## config.mk

```make
export PLATFORM = sky130hd
export DESIGN_NAME = uart_tx_arbiter
export DESIGN_NICKNAME = d
export VERILOG_FILES = /design/src/rtl/uart_tx_arbiter.sv
export SDC_FILE = /design/constraint.sdc
export NUM_CORES = 1
export LEC_CHECK = 0
export ABC_AREA = 1
export BUFFER_PORTS_ARGS = -buffer_cell sky130_fd_sc_hd__buf_2
export CAP_MARGIN = 20
export CORE_ASPECT_RATIO = 1.2
export CORE_UTILIZATION = 44
export DETAILED_ROUTE_END_ITERATION = 10
export GPL_ROUTABILITY_DRIVEN = 0
export HOLD_SLACK_MARGIN = 0.03
export PLACE_DENSITY_LB_ADDON = 0.25
export SLEW_MARGIN = 20
export SYNTH_ARGS = -nofsm -noshare
export SYNTH_HDL_FRONTEND = slang
export SYNTH_SLANG_ARGS = --single-unit
```

## constraint.sdc

```tcl
create_clock -name clk -period 1.8 [get_ports clk]
set_input_delay 0.36 -clock clk [delete_from_list [all_inputs] [get_ports clk]]
set_output_delay 0.36 -clock clk [all_outputs]
set_load 0.02 [all_outputs]
```

## src/rtl/uart_tx_arbiter.sv

```systemverilog
// Round-robin, per-message arbiter that shares one byte-level UART TX serializer among NUM_REQ sources.
// Optional macro ARB_TIMEOUT_EN adds a per-byte stall limit that force-releases a stalled owner.
module uart_tx_arbiter #(
  parameter int NUM_REQ        = 2,
  parameter int GAP_CYCLES     = 234,
  parameter int TIMEOUT_CYCLES = 65535
) (
  input  logic                   clk,
  input  logic                   rst_n,
  input  logic [NUM_REQ-1:0]     req_valid,
  input  logic [8*NUM_REQ-1:0]   req_data,
  input  logic [NUM_REQ-1:0]     req_last,
  output logic [NUM_REQ-1:0]     req_ready,
  output logic                   tx_valid,
  output logic [7:0]             tx_data,
  input  logic                   tx_ready,
  output logic [NUM_REQ-1:0]     grant,
  output logic                   busy,
  output logic                   timeout
);

  localparam int IDX_W = (NUM_REQ > 1) ? $clog2(NUM_REQ) : 1;
  localparam int GAP_W = (GAP_CYCLES > 1) ? $clog2(GAP_CYCLES) : 1;

  typedef enum logic [1:0] {
    IDLE   = 2'd0,
    STREAM = 2'd1,
    GAP    = 2'd2
  } state_t;

  state_t             state, state_nxt;
  logic [NUM_REQ-1:0] grant_nxt;
  logic [IDX_W-1:0]   ptr, ptr_nxt;
  logic [IDX_W-1:0]   owner, owner_nxt;
  logic [IDX_W-1:0]   winner;
  logic [IDX_W:0]     scan_sum;
  logic               win_found;
  logic [GAP_W-1:0]   gap_cnt, gap_cnt_nxt;
  logic               timeout_nxt;
  logic               xfer;
  logic               owner_last;
  logic               stall_hit;

  // Round-robin scan: first valid source at or after the pointer, wrapping.
  always_comb begin
    win_found = 1'b0;
    winner    = '0;
    scan_sum  = '0;
    for (int k = 0; k < NUM_REQ; k++) begin
      scan_sum = {1'b0, ptr} + (IDX_W+1)'(k);
      if (scan_sum >= (IDX_W+1)'(NUM_REQ)) begin
        scan_sum = scan_sum - (IDX_W+1)'(NUM_REQ);
      end else begin
        scan_sum = scan_sum;
      end
      if (!win_found && req_valid[scan_sum[IDX_W-1:0]]) begin
        win_found = 1'b1;
        winner    = scan_sum[IDX_W-1:0];
      end else begin
        win_found = win_found;
      end
    end
  end

  // Byte path: the owner is wired straight through to the serializer while streaming.
  always_comb begin
    tx_valid  = 1'b0;
    tx_data   = 8'd0;
    req_ready = '0;
    if (state == STREAM) begin
      tx_valid         = req_valid[owner];
      tx_data          = req_data[{owner, 3'b000} +: 8];
      req_ready[owner] = tx_ready;
    end else begin
      tx_valid = 1'b0;
    end
  end

  assign xfer       = tx_valid && tx_ready;
  assign owner_last = req_last[owner];

`ifdef ARB_TIMEOUT_EN
  localparam int STALL_W = $clog2(TIMEOUT_CYCLES + 1);
  logic [STALL_W-1:0] stall_cnt;

  assign stall_hit = (state == STREAM) && !xfer &&
                     (stall_cnt == STALL_W'(TIMEOUT_CYCLES - 1));

  // Stall counter: counts idle STREAM cycles, cleared by any transfer or release.
  always_ff @(posedge clk or negedge rst_n) begin
    if (!rst_n) begin
      stall_cnt <= '0;
    end else if ((state == STREAM) && !xfer && !stall_hit) begin
      stall_cnt <= stall_cnt + 1'b1;
    end else begin
      stall_cnt <= '0;
    end
  end
`else
  assign stall_hit = 1'b0;
`endif

  // Next-state logic for the IDLE / STREAM / GAP controller.
  always_comb begin
    state_nxt   = state;
    grant_nxt   = grant;
    ptr_nxt     = ptr;
    owner_nxt   = owner;
    gap_cnt_nxt = gap_cnt;
    timeout_nxt = 1'b0;
    case (state)
      IDLE: begin
        if (win_found) begin
          state_nxt = STREAM;
          grant_nxt = NUM_REQ'(1) << winner;
          owner_nxt = winner;
          ptr_nxt   = (winner == IDX_W'(NUM_REQ - 1)) ? '0 : winner + 1'b1;
        end else begin
          state_nxt = IDLE;
        end
      end
      STREAM: begin
        if ((xfer && owner_last) || stall_hit) begin
          grant_nxt   = '0;
          gap_cnt_nxt = '0;
          timeout_nxt = stall_hit;
          state_nxt   = (GAP_CYCLES == 0) ? IDLE : GAP;
        end else begin
          state_nxt = STREAM;
        end
      end
      GAP: begin
        if (gap_cnt == GAP_W'(GAP_CYCLES - 1)) begin
          state_nxt   = IDLE;
          gap_cnt_nxt = '0;
        end else begin
          gap_cnt_nxt = gap_cnt + 1'b1;
        end
      end
      default: begin
        state_nxt = IDLE;
        grant_nxt = '0;
      end
    endcase
  end

  // Controller state and registered status outputs.
  always_ff @(posedge clk or negedge rst_n) begin
    if (!rst_n) begin
      state   <= IDLE;
      grant   <= '0;
      ptr     <= '0;
      owner   <= '0;
      gap_cnt <= '0;
      busy    <= 1'b0;
      timeout <= 1'b0;
    end else begin
      state   <= state_nxt;
      grant   <= grant_nxt;
      ptr     <= ptr_nxt;
      owner   <= owner_nxt;
      gap_cnt <= gap_cnt_nxt;
      busy    <= (state_nxt != IDLE);
      timeout <= timeout_nxt;
    end
  end

endmodule

```

==> results.tsv <==
stage	metric	value	unit
status	status	complete, no violations	
setup_path	crit-path max FO	12	
yosys	total number of yosys warnings	0	
global_route	pin count of the biggest net entering global routing	16	
setup_path	startpoint type of the worst setup path	register	
yosys	count of mapped cells out of synthesis	137	
power_and_ir_drop	maximum resistive drop on vdd	0.522	mV
power_and_ir_drop	Power per Cell Area	478	mW/mm²
setup_path	Critical path buffers and inverters	2	
global_route	via count of the first global-routing pass	780	
setup_path	ordered list of cells on the worst path	nor2_4 -> inv_2 -> a21oi_1 -> buf_2	
yosys	Post-synth EDFFs	0	
timing	Post-Route Skew	0.00389	ns
cts	Skew-Pair Late Insertion Delay	0.28	ns
floorplanning	standard-cell rows	18	
floorplanning	starting utilization of the core area	46.7	%
cts	Longest Clk Path Bufs	2	
cells_and_area	share of final-layout standard cells stronger than drive strength 1	31.4	%
yosys	area of the mapped netlist	967	µm²
routing	total detailed-routing wirelength	2050	µm
setup_path	Critical R2R Launch	owner$_DFFE_PN0N_	
yosys	dominant synthesized flop cell	sky130_fd_sc_hd__dfrtp_1	
cts	TritonCTS buffer count	3	
floorplanning	Die Wd	44.8	µm
routing	iteration-0 DRC count of the detailed router	16	
placement	post-detailed-placement half-perimeter wirelength	1570	µm
cts	# clock sinks	15	
power_and_ir_drop	total leakage power	0.658	nW
timing	setup violators final	0	
setup_path	reg-to-reg setup timing slack	0.50	ns
global_route	initial antenna violation count	0	
yosys	fraction of synthesized cell area taken by the top area cell type	38.8	%
yosys	share of the yosys chip area belonging to registers	38.8	%
global_route	wire length of the first global-routing pass	3170	µm
timing	minimum setup slack in the final design	0.114	ns
yosys	proportion of synthesized flip-flops having asynchronous set or reset	100	%
yosys	Avg Cell Area, Syn	7.06	µm²
timing	Pins Over Slew Limit	0	
timing	Hold WS	0.443	ns
timing	final critical delay including setup and external delays	1.69	ns
cells_and_area	area growth from synthesis to final layout	24.8	%
setup_path	endpoint kind of the worst setup timing path	output port	
yosys	largest cells by area after synthesis	sky130_fd_sc_hd__dfrtp_1, sky130_fd_sc_hd__nand2_1, sky130_fd_sc_hd__nand3_1, sky130_fd_sc_hd__inv_1, sky130_fd_sc_hd__a21oi_1	
yosys	Yosys cell types	26	
setup_path	worst endpoint required time	1.44	ns
floorplanning	count of boundary I/O pins	38	
placement	minimum setup slack after placement	0.395	ns
min_path	worst hold endpoint	state[0]$_DFF_PN0_	
yosys	cell accounting for the most synthesized area	sky130_fd_sc_hd__dfrtp_1	
floorplanning	die height	53.4	µm
routing	remaining antenna violation count after routing	0	
global_route	all-layer global routing usage	17.8	%
timing	max frequency	593	MHz
min_path	Hold Path Class	in2reg	
setup_path	critical path class	reg2out	
setup_path	R2R cell count	8	
routing	detailed-route wire length per cell	10.0	µm
placement	Port-buffer cells	36	
global_route	total overflow reported by the global router	0	
min_path	min-delay src	req_valid[0]	
power_and_ir_drop	Power Total	0.000578	W
setup_path	critical path's top delay family	flip-flops	
yosys	Syn Nets	162	
cells_and_area	post-layout net count	201	
floorplanning	die area	0.00239	mm²
routing	vias per cell	4.78	
timing	Setup TNS Final	0	ns
timing	count of endpoints failing hold in the final timing report	0	
min_path	number of cells on the worst hold path	3	
floorplanning	Core Region	0.00207	mm²
setup_path	Data arrival, critical path	1.33	ns
cells_and_area	antenna fix cells	0	
run	total of max-cap violations	0	
setup_path	biggest cell delay along the critical path	0.45	ns
cts	number of H-tree branching levels	1	
cts	buffer type at the clock tree root	sky130_fd_sc_hd__clkbuf_4	
routing	DR vias	979	
cts	clock input transition at the sequential cells of the worst setup and hold paths	0.10	ns
yosys	Seq cells post-synth	15	
routing	number of remaining DRC errors	0	
cells_and_area	Post-Route Utilization	58.3	%
setup_path	Reg2Reg Capture Point	grant[0]$_DFFE_PN0P_	
routing	drt first pass iters	4	
timing	RSZ-0062 raised after global routing	no	
timing	Final Cycle Share	93.7	%
cts	TritonCTS clock tree	yes	
cts	number of buffers added for setup after CTS	0	
setup_path	crit path max-delay cell type	sky130_fd_sc_hd__dfrtp_2	
## metal layers
layer | track usage (%) | vias up | share of wire (%) | routed length, µm
met4 | 6.06 | 0 | 1.0 | 21
met1 | 21.1 | 427 | 44 | 910
met2 | 32.8 | 39 | 47 | 961
met3 | 1.71 | 4 | 7.8 | 160
met5 | 0 | - | 0 | 0
li1 | - | 509 | - | -
## logic make-up after synthesis
family	share of synthesized area (%)
AOI/OAI and AO/OA	9.57
adders and majority gates	2.59
DFF	38.8
other	0.388
and+or+nand+nor	36.1
buffers and inverters	9.83
xor gates and xnor gates	2.72
## how the worst max path moves through the flow
stage / start / endpoint / slack (ns) / cells after the start
floorplan: owner$_DFFE_PN0N_ / tx_data[0] / 0.29 / 4
global placement: owner$_DFFE_PN0N_ / tx_valid / 0.40 / 4
detailed placement: state[1]$_DFF_PN0_ / req_ready[1] / 0.39 / 4
CTS: owner$_DFFE_PN0N_ / tx_valid / 0.07 / 4
global route: state[1]$_DFF_PN0_ / req_ready[1] / 0.02 / 4
finish: state[1]$_DFF_PN0_ / tx_data[2] / 0.11 / 4
## tightest hold or removal path, delay by kind of cell
family,cells,cell delay (ns)
compound gates,1,0.12
buf+inv,1,0.12
simple gates,1,0.09
## final cells by class
class | instances | area (µm²)
flip-flops and latches | 15 | 377
inverters | 18 | 71.3
clock inverters | 1 | 5.00
clock buffers | 3 | 22.5
well taps | 30 | 37.5
multi-input cells | 100 | 497
repair buffers | 38 | 198
fillers | 204 | 865
## placed cells by master, fill, tap and decap left out, types with 2 or more instances in the layout
| cell type | instances |
|---|---|
| sky130_fd_sc_hd__a21oi_1 | 9 |
| sky130_fd_sc_hd__dfrtp_1 | 14 |
| sky130_fd_sc_hd__xor2_1 | 2 |
| sky130_fd_sc_hd__nand2_2 | 4 |
| sky130_fd_sc_hd__o21ai_1 | 6 |
| sky130_fd_sc_hd__nor2_1 | 8 |
| sky130_fd_sc_hd__inv_2 | 4 |
| sky130_fd_sc_hd__buf_2 | 36 |
| sky130_fd_sc_hd__nand3_1 | 11 |
| sky130_fd_sc_hd__o22ai_1 | 2 |
| sky130_fd_sc_hd__nand4_1 | 3 |
| sky130_fd_sc_hd__inv_1 | 12 |
| sky130_fd_sc_hd__ha_1 | 2 |
| sky130_fd_sc_hd__nor3_1 | 2 |
| sky130_fd_sc_hd__clkbuf_4 | 3 |
| sky130_fd_sc_hd__nand2_1 | 44 |
## flip-flops by register name, summed over array words and instances, names as in the netlist
register / count
ptr: 1
gap_cnt: 8
grant: 2
owner: 1
state: 2
busy: 1
## synthesized netlist by cell type (2+ instances only)
library cell               n
sky130_fd_sc_hd__inv_2     4
sky130_fd_sc_hd__nand3_1  11
sky130_fd_sc_hd__xor2_1    2
sky130_fd_sc_hd__nor3_1    2
sky130_fd_sc_hd__ha_1      2
sky130_fd_sc_hd__nor2_1    8
sky130_fd_sc_hd__dfrtp_1  15
sky130_fd_sc_hd__nand2_2   4
sky130_fd_sc_hd__o21ai_1   6
sky130_fd_sc_hd__nand2_1  44
sky130_fd_sc_hd__inv_1    13
sky130_fd_sc_hd__nand4_1   3
sky130_fd_sc_hd__a21oi_1   9
sky130_fd_sc_hd__o22ai_1   2
## metrics by stage
step,cells,area [µm²]
floorplan,137,967
global placement,200,1160
detailed placement,200,1160
CTS,205,1200
global route,205,1210
finish,205,1210
## report_power, final
| group | internal [W] | total (W) | switching [W] |
|---|---|---|---|
| sequential | 0.000337 | 0.000337 | 0 |
| combinational | 0.0000225 | 0.0000459 | 0.0000234 |
| clock | 0.0000824 | 0.000195 | 0.000113 |
| total | 0.000442 | 0.000578 | 0.000136 |
## what timing repair did
action / CTS / global route
hold buffers: 1 / 0
endpoints found under the setup margin: 0 / 4
gates resized for setup: 0 / 2
hold endpoints to repair: 15 / 0
Note: power is estimated with default switching activity, not from simulation.
